$ cat config.mk
export PLATFORM = sky130hd
export DESIGN_NAME = pipelined_adder_flat
export DESIGN_NICKNAME = d
export VERILOG_FILES = /design/src/rtl/pipelined_adder_if.sv /design/src/rtl/pipelined_adder.sv /design/src/flat_wrapper.sv
export SDC_FILE = /design/constraint.sdc
export NUM_CORES = 1
export LEC_CHECK = 0
export ABC_AREA = 1
export ABC_CLOCK_PERIOD_IN_PS = 2300
export CAP_MARGIN = 5
export CORE_MARGIN = 8
export CORE_UTILIZATION = 60
export CTS_BUF_LIST = sky130_fd_sc_hd__clkbuf_2
export DETAILED_ROUTE_END_ITERATION = 8
export DONT_BUFFER_PORTS = 1
export PLACE_DENSITY = 0.85
export SLEW_MARGIN = 20
export SYNTH_ARGS = -nofsm -noshare
export SYNTH_HDL_FRONTEND = slang
export SYNTH_SLANG_ARGS = --single-unit
$ cat constraint.sdc
create_clock -name clk -period 2.3 [get_ports clk]
set_input_delay 0.345 -clock clk [delete_from_list [all_inputs] [get_ports clk]]
set_output_delay 0.345 -clock clk [all_outputs]
set_load 0.1 [all_outputs]
$ cat src/rtl/pipelined_adder_if.sv
// Valid/ready stream bundle for the sliced pipelined adder.
// Operand beats enter on one side and result beats leave on the other.
interface pipelined_adder_if #(
    parameter int Width = 32
);
    logic             in_valid;
    logic             in_ready;
    logic [Width-1:0] a;
    logic [Width-1:0] b;
    logic             cin;
    logic             sub;
    logic             out_valid;
    logic             out_ready;
    logic [Width-1:0] sum;
    logic             cout;
    logic             ovf;

    modport master (
        output in_valid, a, b, cin, sub, out_ready,
        input  in_ready, out_valid, sum, cout, ovf
    );

    modport slave (
        input  in_valid, a, b, cin, sub, out_ready,
        output in_ready, out_valid, sum, cout, ovf
    );
endinterface

$ cat src/rtl/pipelined_adder.sv
// Pipelined adder/subtractor built from Stages equal slices, one slice per stage.
// The carry is registered between stages, so no carry chain spans more than Width/Stages bits.
module pipelined_adder #(
    parameter int Width  = 32,
    parameter int Stages = 4
) (
    input logic              clk,
    input logic              rst_n,
    pipelined_adder_if.slave bus
);
    localparam int SW   = Width / Stages;
    localparam int Last = Stages - 1;

    if (Stages < 1 || Stages > Width || (Width % Stages) != 0) begin : g_bad_params
        $error("pipelined_adder: Width must be a multiple of Stages, with 1 <= Stages <= Width");
    end

    logic [Width-1:0] a_q [Stages];
    logic [Width-1:0] b_q [Stages];
    logic [Width-1:0] s_q [Stages];
    logic             c_q [Stages];
    logic             v_q [Stages];

    logic [Width-1:0] a_d [Stages];
    logic [Width-1:0] b_d [Stages];
    logic [Width-1:0] s_d [Stages];
    logic             c_d [Stages];
    logic             v_d [Stages];

    logic             ready [Stages];

    function automatic logic [SW:0] add_slice(input logic [SW-1:0] x, input logic [SW-1:0] y,
                                              input logic c);
        return {1'b0, x} + {1'b0, y} + {{SW{1'b0}}, c};
    endfunction

    // A stage may load if it is empty or anything downstream of it can move.
    always_comb begin
        logic downstream;
        downstream = bus.out_ready;
        for (int k = Last; k >= 0; k--) begin
            ready[k]   = ~v_q[k] | downstream;
            downstream = ready[k];
        end
    end

    always_comb begin
        logic [SW:0] slice;
        a_d[0]         = bus.a;
        b_d[0]         = bus.sub ? ~bus.b : bus.b;
        s_d[0]         = '0;
        slice          = add_slice(bus.a[SW-1:0], b_d[0][SW-1:0], bus.sub ? 1'b1 : bus.cin);
        s_d[0][SW-1:0] = slice[SW-1:0];
        c_d[0]         = slice[SW];
        v_d[0]         = bus.in_valid;
        // Later stages add their own slice and forward everything else untouched.
        for (int k = 1; k < Stages; k++) begin
            a_d[k]              = a_q[k-1];
            b_d[k]              = b_q[k-1];
            s_d[k]              = s_q[k-1];
            slice               = add_slice(a_q[k-1][k*SW +: SW], b_q[k-1][k*SW +: SW], c_q[k-1]);
            s_d[k][k*SW +: SW]  = slice[SW-1:0];
            c_d[k]              = slice[SW];
            v_d[k]              = v_q[k-1];
        end
    end

    always_ff @(posedge clk or negedge rst_n) begin
        if (!rst_n) begin
            for (int k = 0; k < Stages; k++) begin
                v_q[k] <= 1'b0;
                a_q[k] <= '0;
                b_q[k] <= '0;
                s_q[k] <= '0;
                c_q[k] <= 1'b0;
            end
        end else begin
            for (int k = 0; k < Stages; k++) begin
                if (ready[k]) begin
                    v_q[k] <= v_d[k];
                    a_q[k] <= a_d[k];
                    b_q[k] <= b_d[k];
                    s_q[k] <= s_d[k];
                    c_q[k] <= c_d[k];
                end
            end
        end
    end

    assign bus.in_ready  = ready[0];
    assign bus.out_valid = v_q[Last];
    assign bus.sum       = s_q[Last];
    assign bus.cout      = c_q[Last];
    // Same-sign operands producing a result of the other sign.
    assign bus.ovf       = (a_q[Last][Width-1] == b_q[Last][Width-1]) &&
                           (s_q[Last][Width-1] != a_q[Last][Width-1]);
endmodule

$ cat src/flat_wrapper.sv
// flat-port wrapper written by rule: the top's interface ports become plain ports
module pipelined_adder_flat 
#(
    parameter int Width  = 32,
    parameter int Stages = 4
)
  (clk, rst_n, bus_in_valid, bus_a, bus_b, bus_cin, bus_sub, bus_out_ready, bus_in_ready, bus_out_valid, bus_sum, bus_cout, bus_ovf);
  pipelined_adder_if #(.Width(Width)) bus_i ();
  input logic clk;
  input logic rst_n;
  input wire logic [$bits(bus_i.in_valid)-1:0] bus_in_valid;
  input wire logic [$bits(bus_i.a)-1:0] bus_a;
  input wire logic [$bits(bus_i.b)-1:0] bus_b;
  input wire logic [$bits(bus_i.cin)-1:0] bus_cin;
  input wire logic [$bits(bus_i.sub)-1:0] bus_sub;
  input wire logic [$bits(bus_i.out_ready)-1:0] bus_out_ready;
  output wire logic [$bits(bus_i.in_ready)-1:0] bus_in_ready;
  output wire logic [$bits(bus_i.out_valid)-1:0] bus_out_valid;
  output wire logic [$bits(bus_i.sum)-1:0] bus_sum;
  output wire logic [$bits(bus_i.cout)-1:0] bus_cout;
  output wire logic [$bits(bus_i.ovf)-1:0] bus_ovf;
  assign bus_i.in_valid = bus_in_valid;
  assign bus_i.a = bus_a;
  assign bus_i.b = bus_b;
  assign bus_i.cin = bus_cin;
  assign bus_i.sub = bus_sub;
  assign bus_i.out_ready = bus_out_ready;
  assign bus_in_ready = bus_i.in_ready;
  assign bus_out_valid = bus_i.out_valid;
  assign bus_sum = bus_i.sum;
  assign bus_cout = bus_i.cout;
  assign bus_ovf = bus_i.ovf;
  pipelined_adder #(.Width(Width), .Stages(Stages)) u_core (.clk(clk), .rst_n(rst_n), .bus(bus_i));
endmodule
==> results of run 1 <==
[worst paths after layout]
| check | start | endpoint | slack, ns | depth (start not counted) |
|---|---|---|---|---|
| hold / removal | rst_n | u_core.a_d[83]$_DFFE_PN0P_ | -0.75 | 0 |
| setup / recovery | u_core.bus.out_valid$_DFFE_PN0P_ | bus_in_ready | 0.19 | 6 |
| hold reg to reg | u_core.b_d[85]$_DFFE_PN0P_ | u_core.b_d[53]$_DFFE_PN0P_ | 0.48 | 2 |
| setup reg to reg | u_core.b_d[72]$_DFFE_PN0P_ | u_core.c_q[2]$_DFFE_PN0P_ | 0.26 | 8 |
| min in group clk | bus_b[4] | u_core.s_d[68]$_DFFE_PN0P_ | 0.14 | 5 |
| max in group asynchronous | rst_n | u_core.bus.sum[22]$_DFFE_PN0P_ | 2.65 | 0 |
[routing by layer]
layer,GRT usage,part of all wire,routed length (um)
met1,0.290,0.43,8790
met2,0.365,0.48,9830
met3,0.0542,0.064,1320
met4,0.107,0.031,637
met5,0,0,0
[state kept, by name (all words and copies together) (netlist names), 3 cells and up]
signal and cells:
u_core.bus.sum 32, u_core.c_q 3, u_core.v_d 3, u_core.a_d 48, u_core.b_d 48, u_core.s_d 48
[what timing repair did]
item	in CTS	in global routing
endpoints found under the setup margin	0	1
hold endpoints to repair	265	186
resized for setup	0	4
[power by group through the flow]
stage,Sequential [W],Clock [W],Combinational [W]
floorplan,0.00637,0,0.00188
global placement,0.00466,0,0.00450
detailed placement,0.00469,0,0.00461
CTS,0.00462,0.00152,0.00477
global route,0.00474,0.00167,0.00524
finish,0.00464,0.00152,0.00484
[worst max-delay path: cells and delay by family (launching register included)]
family	cells	cell delay, ns
and+or+nand+nor	4	0.39
DFF	1	0.41
buffers and inverters	2	0.24
[final cells by class]
type / count / area [um^2]
repair buffers: 128 / 1210
inverters: 77 / 289
diodes: 3 / 7.51
well taps: 180 / 225
fillers: 938 / 3860
clock buffers: 20 / 100
clock inverters: 9 / 103
multi-input cells: 700 / 3490
flip-flops and latches: 186 / 4660
[Yosys cell counts (all sizes together)]
library cell / instances
buf: 15
clkbuf: 26
a21o: 1
nand2: 433
xor2: 9
nor2: 24
o21bai: 1
fa: 8
or2: 14
ha: 28
a211oi: 1
inv: 77
dfrtp: 186
and3: 1
nand3b: 12
o21a: 1
xnor2: 25
nand3: 37
a21oi: 17
a31oi: 2
o21ai: 84
and2: 2
[cell usage in the layout, fill, tap and decap left out, drive strengths merged, types with 24 or more instances in the layout]
master / synthesis / final
nor2: 24 / 24
dlygate4sd3: 0 / 83
o21ai: 84 / 84
xnor2: 25 / 25
ha: 28 / 28
nand2: 433 / 433
nand3: 37 / 37
inv: 77 / 77
dfrtp: 186 / 186
buf: 15 / 45
[kinds of logic (layout without fill, tap and decap cells)]
logic type,Yosys count,in the layout,synth area share
AO/OA/AOI/OAI,107,107,0.0636
XOR/XNOR,34,34,0.0346
adder cells (fa/ha/maj),36,36,0.0593
buffers and inverters,118,234,0.0565
flip-flops,186,186,0.540
other,0,3,0
AND/OR/NAND/NOR,523,523,0.246
[per-stage QoR]
| step | setup WS [ns] | cell area (um^2) | hold slack, ns | std cells | util |
|---|---|---|---|---|---|
| 6_report | 0.190 | 10100 | -0.755 | 1303 | 0.723 |
| 5_1_grt | 0.0314 | 10100 | -0.849 | 1303 | 0.723 |
| 4_1_cts | 0.00388 | 10000 | -0.799 | 1300 | 0.721 |
| 3_5_place_dp | 0.231 | 9010 | 0.0560 | 1188 | 0.647 |
| 3_3_place_gp | 0.260 | 9010 | 0.0575 | 1188 | 0.647 |
| 2_1_floorplan | 0.00154 | 8630 | 0.0494 | 1004 | - |
==> results.yml, run 1 <==
run_status:
  outcome: "finished, violations left"
  violations: "hold timing"
timing:
  hold_viol_final: 186
  post-route-period-util: 0.918
  final.setup.tns_ns: 0
  holdWs_ns: -0.755
  finalSetupViolations: 0
  maxSlewViolCount: 0
  max_slew_margin: 0.383
  unrepaired_setup_endpoints_after_global_routing: "false"
  post-route-min-period_ns: 2.11
  timing.fmax_mhz: 474
  finClkSkew_ns: 0.0299
  worst_pin_slew_ns: 0.925
detailed_routing:
  drt-wirelength-per-cell_um: 15.8
  dr_total_vias: 6990
  detail_route.wirelength_um: 20600
  vias_per_cell: 5.36
  detailedRoute.firstPassIterationCount: 5
  drt_iter0_markers: 624
  drc: 0
  antenna_violation_net_count_after_detailed_routing: 0
layout:
  final_net_count: 1216
  drive_gt1_frac: 0.0839
  area_growth_syn_to_layout_pct: 16.9
clock_network:
  clk-insertion-delay-late_ns: 0.74
  tritoncts_clock_tree: "yes"
  postCtsHoldBufs: 83
  cts_made_buffers: 17
  tritoncts_num_sinks: 186
  clk_pin_slew_worst_paths_ns: 0.24
  cts_root_buffer: "sky130_fd_sc_hd__clkbuf_2"
  clock_path_buffers: 2
  htree_num_levels: 4
  postCtsSetupBuffers: 0
power:
  power_frac_seq: 0.422
  clock_power_share: 0.138
  power.leakage_nw: 5.19
  post-layout-total-power_w: 0.0110
  power.switching_w: 0.00502
  combinational_cell_fraction_of_total_power: 0.440
  power_density_mw_per_mm2: 1090
  intPower_w: 0.00599
  power.switching_fraction: 0.456
  max-vdd-ir-drop_mv: 0.539
setup_path:
  timing.critical_path.arrival_ns: 1.77
  critPathMaxFanout: 4
  critical_path.slowest_cell: "sky130_fd_sc_hd__dfrtp_2"
  crit_path_end_kind: "output port"
  timing_worst_setup_path_type: "register to output port"
  critical_path.max_stage_delay_ns: 0.41
  timing.critical_path.from_type: "register"
  critical-path-top-cell-by-count: "sky130_fd_sc_hd__nor2_4"
  cp_data_required_time_ns: 1.96
  ordered_list_of_cells_on_the_worst_path: "inv_1 -> nor2_4 -> nand2_2 -> nor2_4 -> nand2_4 -> buf_12"
logic_synthesis:
  yosysTopAreaCellShare: 0.540
  synth.ff_latch_count: 186
  synth.lib_cells_used.distinct: 29
  synth_area_leaders: "sky130_fd_sc_hd__dfrtp_1 54%, sky130_fd_sc_hd__nand2_1 19%, sky130_fd_sc_hd__ha_1 4.1%"
  synth.yosys.seq_area_share: 0.540
  synth-warning-count: 0
  syn-cell-area_mm2: 0.00861
  synthCells: 1004
  post_synth.cell_area_avg_um2: 8.58
  synth_largest_area_cell: "sky130_fd_sc_hd__dfrtp_1"
  mappedNetlistNets: 1110
die:
  die_width_um: 136
  fp.coreArea_mm2: 0.0139
  fp.dieH_um: 136
  io_pins: 106
  start_util: 0.618
  design.die.area_mm2: 0.0184
  placementRows: 43
worst_hold_path:
  timing.hold.worst.class: "primary input to async pin"
placed_design:
  hpwl_after_detailed_placement_um: 11900
  port_buffers: 0
  globalplace.congestion: 0.842
global_routing:
  antenna_found_initial: 3
  largest_net_degree_at_the_start_of_global_routing: 187
  grt.overflow.total: 0
  grt_pass1_vias: 6832
  gr-usage-all-layers: 0.229
  wire_length_of_the_first_global_routing_pass_um: 33500
job:
  drv.max_cap_violation_count: 0
Power figures use the tool's default switching activity.
==> run 2, diff against run 1 <==
--- a/config.mk
+++ b/config.mk
@@ -7,7 +7,6 @@
 export LEC_CHECK = 0
 export ABC_AREA = 1
 export ABC_CLOCK_PERIOD_IN_PS = 2300
-export CAP_MARGIN = 5
 export CORE_MARGIN = 8
 export CORE_UTILIZATION = 60
 export CTS_BUF_LIST = sky130_fd_sc_hd__clkbuf_2
==> results of run 2 <==
No change in the layout: final DEF, timing and power equal those of run 1.
==> run 3, diff against run 2 <==
--- a/config.mk
+++ b/config.mk
@@ -6,13 +6,11 @@
 export NUM_CORES = 1
 export LEC_CHECK = 0
 export ABC_AREA = 1
-export ABC_CLOCK_PERIOD_IN_PS = 2300
-export CORE_MARGIN = 8
-export CORE_UTILIZATION = 60
+export ABC_CLOCK_PERIOD_IN_PS = 1870
+export CORE_UTILIZATION = 52
 export CTS_BUF_LIST = sky130_fd_sc_hd__clkbuf_2
 export DETAILED_ROUTE_END_ITERATION = 8
-export DONT_BUFFER_PORTS = 1
-export PLACE_DENSITY = 0.85
+export PLACE_DENSITY = 0.87
 export SLEW_MARGIN = 20
 export SYNTH_ARGS = -nofsm -noshare
 export SYNTH_HDL_FRONTEND = slang
==> constraint.sdc (replaced) <==
create_clock -name clk -period 1.87 [get_ports clk]
set_input_delay 0.2805 -clock clk [delete_from_list [all_inputs] [get_ports clk]]
set_output_delay 0.2805 -clock clk [all_outputs]
set_load 0.1 [all_outputs]
==> run 3 against run 2 <==
Effect of this change: the flow finishes with violations (setup timing); first-iteration DRC count down 6.9%; sequential share of layout area down 2.4 points; non-clock buffer count up 26; wire length down 9.2%; clock skew up 0.0082 ns; largest cell class unchanged; critical path depth unchanged; critical path type unchanged; final area up 5.5%; global-route usage down 0.30 points.
==> results.yml, run 3 (synthesis results as in run 1) <==
run_status:
  outcome: "finished, violations left"
  violations: "setup timing"
die:
  placementRows: 46
  die_width_um: 131
  fp.dieH_um: 131
  start_util: 0.538
  design.die.area_mm2: 0.0171
  fp.coreArea_mm2: 0.0160
  io_pins: 106
detailed_routing:
  antenna_violation_net_count_after_detailed_routing: 0
  drt-wirelength-per-cell_um: 13.7
  vias_per_cell: 4.97
  drc: 0
  detailedRoute.firstPassIterationCount: 8
  drt_iter0_markers: 581
  dr_total_vias: 6789
  detail_route.wirelength_um: 18700
timing:
  max_slew_margin: 0.660
  hold_viol_final: 0
  worst_pin_slew_ns: 0.510
  maxSlewViolCount: 0
  post-route-period-util: 1.14
  finClkSkew_ns: 0.0382
  post-route-min-period_ns: 2.14
  timing.fmax_mhz: 468
  setup_ws_ns: -0.267
  unrepaired_setup_endpoints_after_global_routing: "true"
  finalSetupViolations: 2
layout:
  final_net_count: 1242
  area_growth_syn_to_layout_pct: 23.3
  final_design_area_excluding_fillers_mm2: 0.0106
  layout.cells.most_common: "sky130_fd_sc_hd__nand2_1"
  fillers: 1251
  drive_gt1_frac: 0.138
  layout_common_cells: "423 x sky130_fd_sc_hd__nand2_1, 185 x sky130_fd_sc_hd__dfrtp_1, 70 x sky130_fd_sc_hd__inv_1"
clock_network:
  clk-insertion-delay-late_ns: 0.78
  cts_root_buffer: "sky130_fd_sc_hd__clkbuf_2"
  tritoncts_num_sinks: 186
  clock_path_buffers: 2
  clk_pin_slew_worst_paths_ns: 0.28
  tritoncts_clock_tree: "yes"
  cts_made_buffers: 17
  htree_num_levels: 4
placed_design:
  hpwl_after_detailed_placement_um: 12800
  pre_cts_slack_ns: -0.497
  placed_cell_area_mm2: 0.0100
  globalplace.congestion: 0.847
  port_buffers: 105
global_routing:
  wire_length_of_the_first_global_routing_pass_um: 29700
  grt.overflow.total: 0
  gr-usage-all-layers: 0.226
  grt_pass1_vias: 6411
  largest_net_degree_at_the_start_of_global_routing: 51
  antenna_found_initial: 1
setup_path:
  timing.critical_path.from_type: "register"
  r2r-end: "u_core.s_d[44]$_DFFE_PN0P_"
  reg2regPathDepth: 7
  critical_path.reg2reg.startpoint: "u_core.c_q[3]$_DFFE_PN0P_"
  critPathMaxFanout: 2
  crit_path_end_kind: "output port"
  timing_worst_setup_path_type: "register to output port"
  cp_data_required_time_ns: 1.59
  timing.critical_path.arrival_ns: 1.86
  reg2reg_slack_ns: 0.01
power:
  power_density_mw_per_mm2: 1350
  power_frac_seq: 0.401
  power.switching_fraction: 0.448
  intPower_w: 0.00791
  clock_power_share: 0.160
  combinational_cell_fraction_of_total_power: 0.439
  power.leakage_nw: 5.41
  power.switching_w: 0.00643
  max-vdd-ir-drop_mv: 0.905
  post-layout-total-power_w: 0.0143
worst_hold_path:
  timing.hold.worst.class: "primary input to async pin"
job:
  drv.max_cap_violation_count: 0
## run 3: critical path, cell delays in order, from the launching register on
cell and delay, ns:
sky130_fd_sc_hd__dfrtp_4 0.47, sky130_fd_sc_hd__inv_2 0.04, sky130_fd_sc_hd__nor2_4 0.10, sky130_fd_sc_hd__nand2_2 0.09
sky130_fd_sc_hd__nor2_4 0.13, sky130_fd_sc_hd__nand2_4 0.09, sky130_fd_sc_hd__buf_12 0.17
## run 3: timing repair
action,CTS,global route
hold endpoints to repair,196,0
hold buffers,12,0
endpoints found under the setup margin,7,45
buffers inserted,8,0
gates cloned,0,2
resized for setup,9,25
pin swaps,5,12
## run 3: metal layers
layer,vias to the layer above,share of wire,GRT usage
li1,3391,-,-
met1,3169,0.47,0.311
met2,191,0.47,0.354
met3,38,0.042,0.0419
met4,0,0.021,0.0940
met5,-,0,0
## run 3: layout make-up
| class | instances | area (um^2) | area share |
|---|---|---|---|
| multi-input cells | 700 | 3580 | 0.337 |
| diodes | 1 | 2.50 | 0.000236 |
| repair buffers | 154 | 1530 | 0.144 |
| clock buffers | 18 | 90.1 | 0.00848 |
| well taps | 216 | 270 | 0.0254 |
| flip-flops and latches | 186 | 4660 | 0.439 |
| inverters | 77 | 294 | 0.0277 |
| clock inverters | 14 | 195 | 0.0184 |
## run 3: how the worst max path moves through the flow
stage                     slack [ns]                         end                        startpoint  depth (start not counted)
after floorplan                -0.29  u_core.s_d[68]$_DFFE_PN0P_                           bus_sub                         13
after global placement         -0.48  u_core.s_d[68]$_DFFE_PN0P_                           bus_cin                         12
after detailed placement       -0.50  u_core.s_d[68]$_DFFE_PN0P_                           bus_cin                         12
after CTS                      -0.38                bus_in_ready  u_core.bus.out_valid$_DFFE_PN0P_                          6
after global routing           -0.38                bus_in_ready  u_core.bus.out_valid$_DFFE_PN0P_                          6
final                          -0.27                bus_in_ready  u_core.bus.out_valid$_DFFE_PN0P_                          6
## run 3: metrics by stage
stage               hold WS, ns  std cells  setup TNS [ns]  utilization
floorplan               -0.0151       1004          -0.633            -
global placement          0.221       1313           -1.89        0.627
detailed placement        0.221       1313           -2.25        0.627
CTS                     0.00111       1364          -0.608        0.657
global route             0.0122       1366          -0.762        0.664
finish                   0.0430       1366          -0.390        0.664
## run 3: power by group through the flow
stage	combinational (W)	clock, W	sequential (W)
floorplan	0.00233	0	0.00783
global placement	0.00586	0	0.00576
detailed placement	0.00600	0	0.00582
CTS	0.00615	0.00230	0.00573
global route	0.00682	0.00245	0.00587
finish	0.00630	0.00229	0.00575
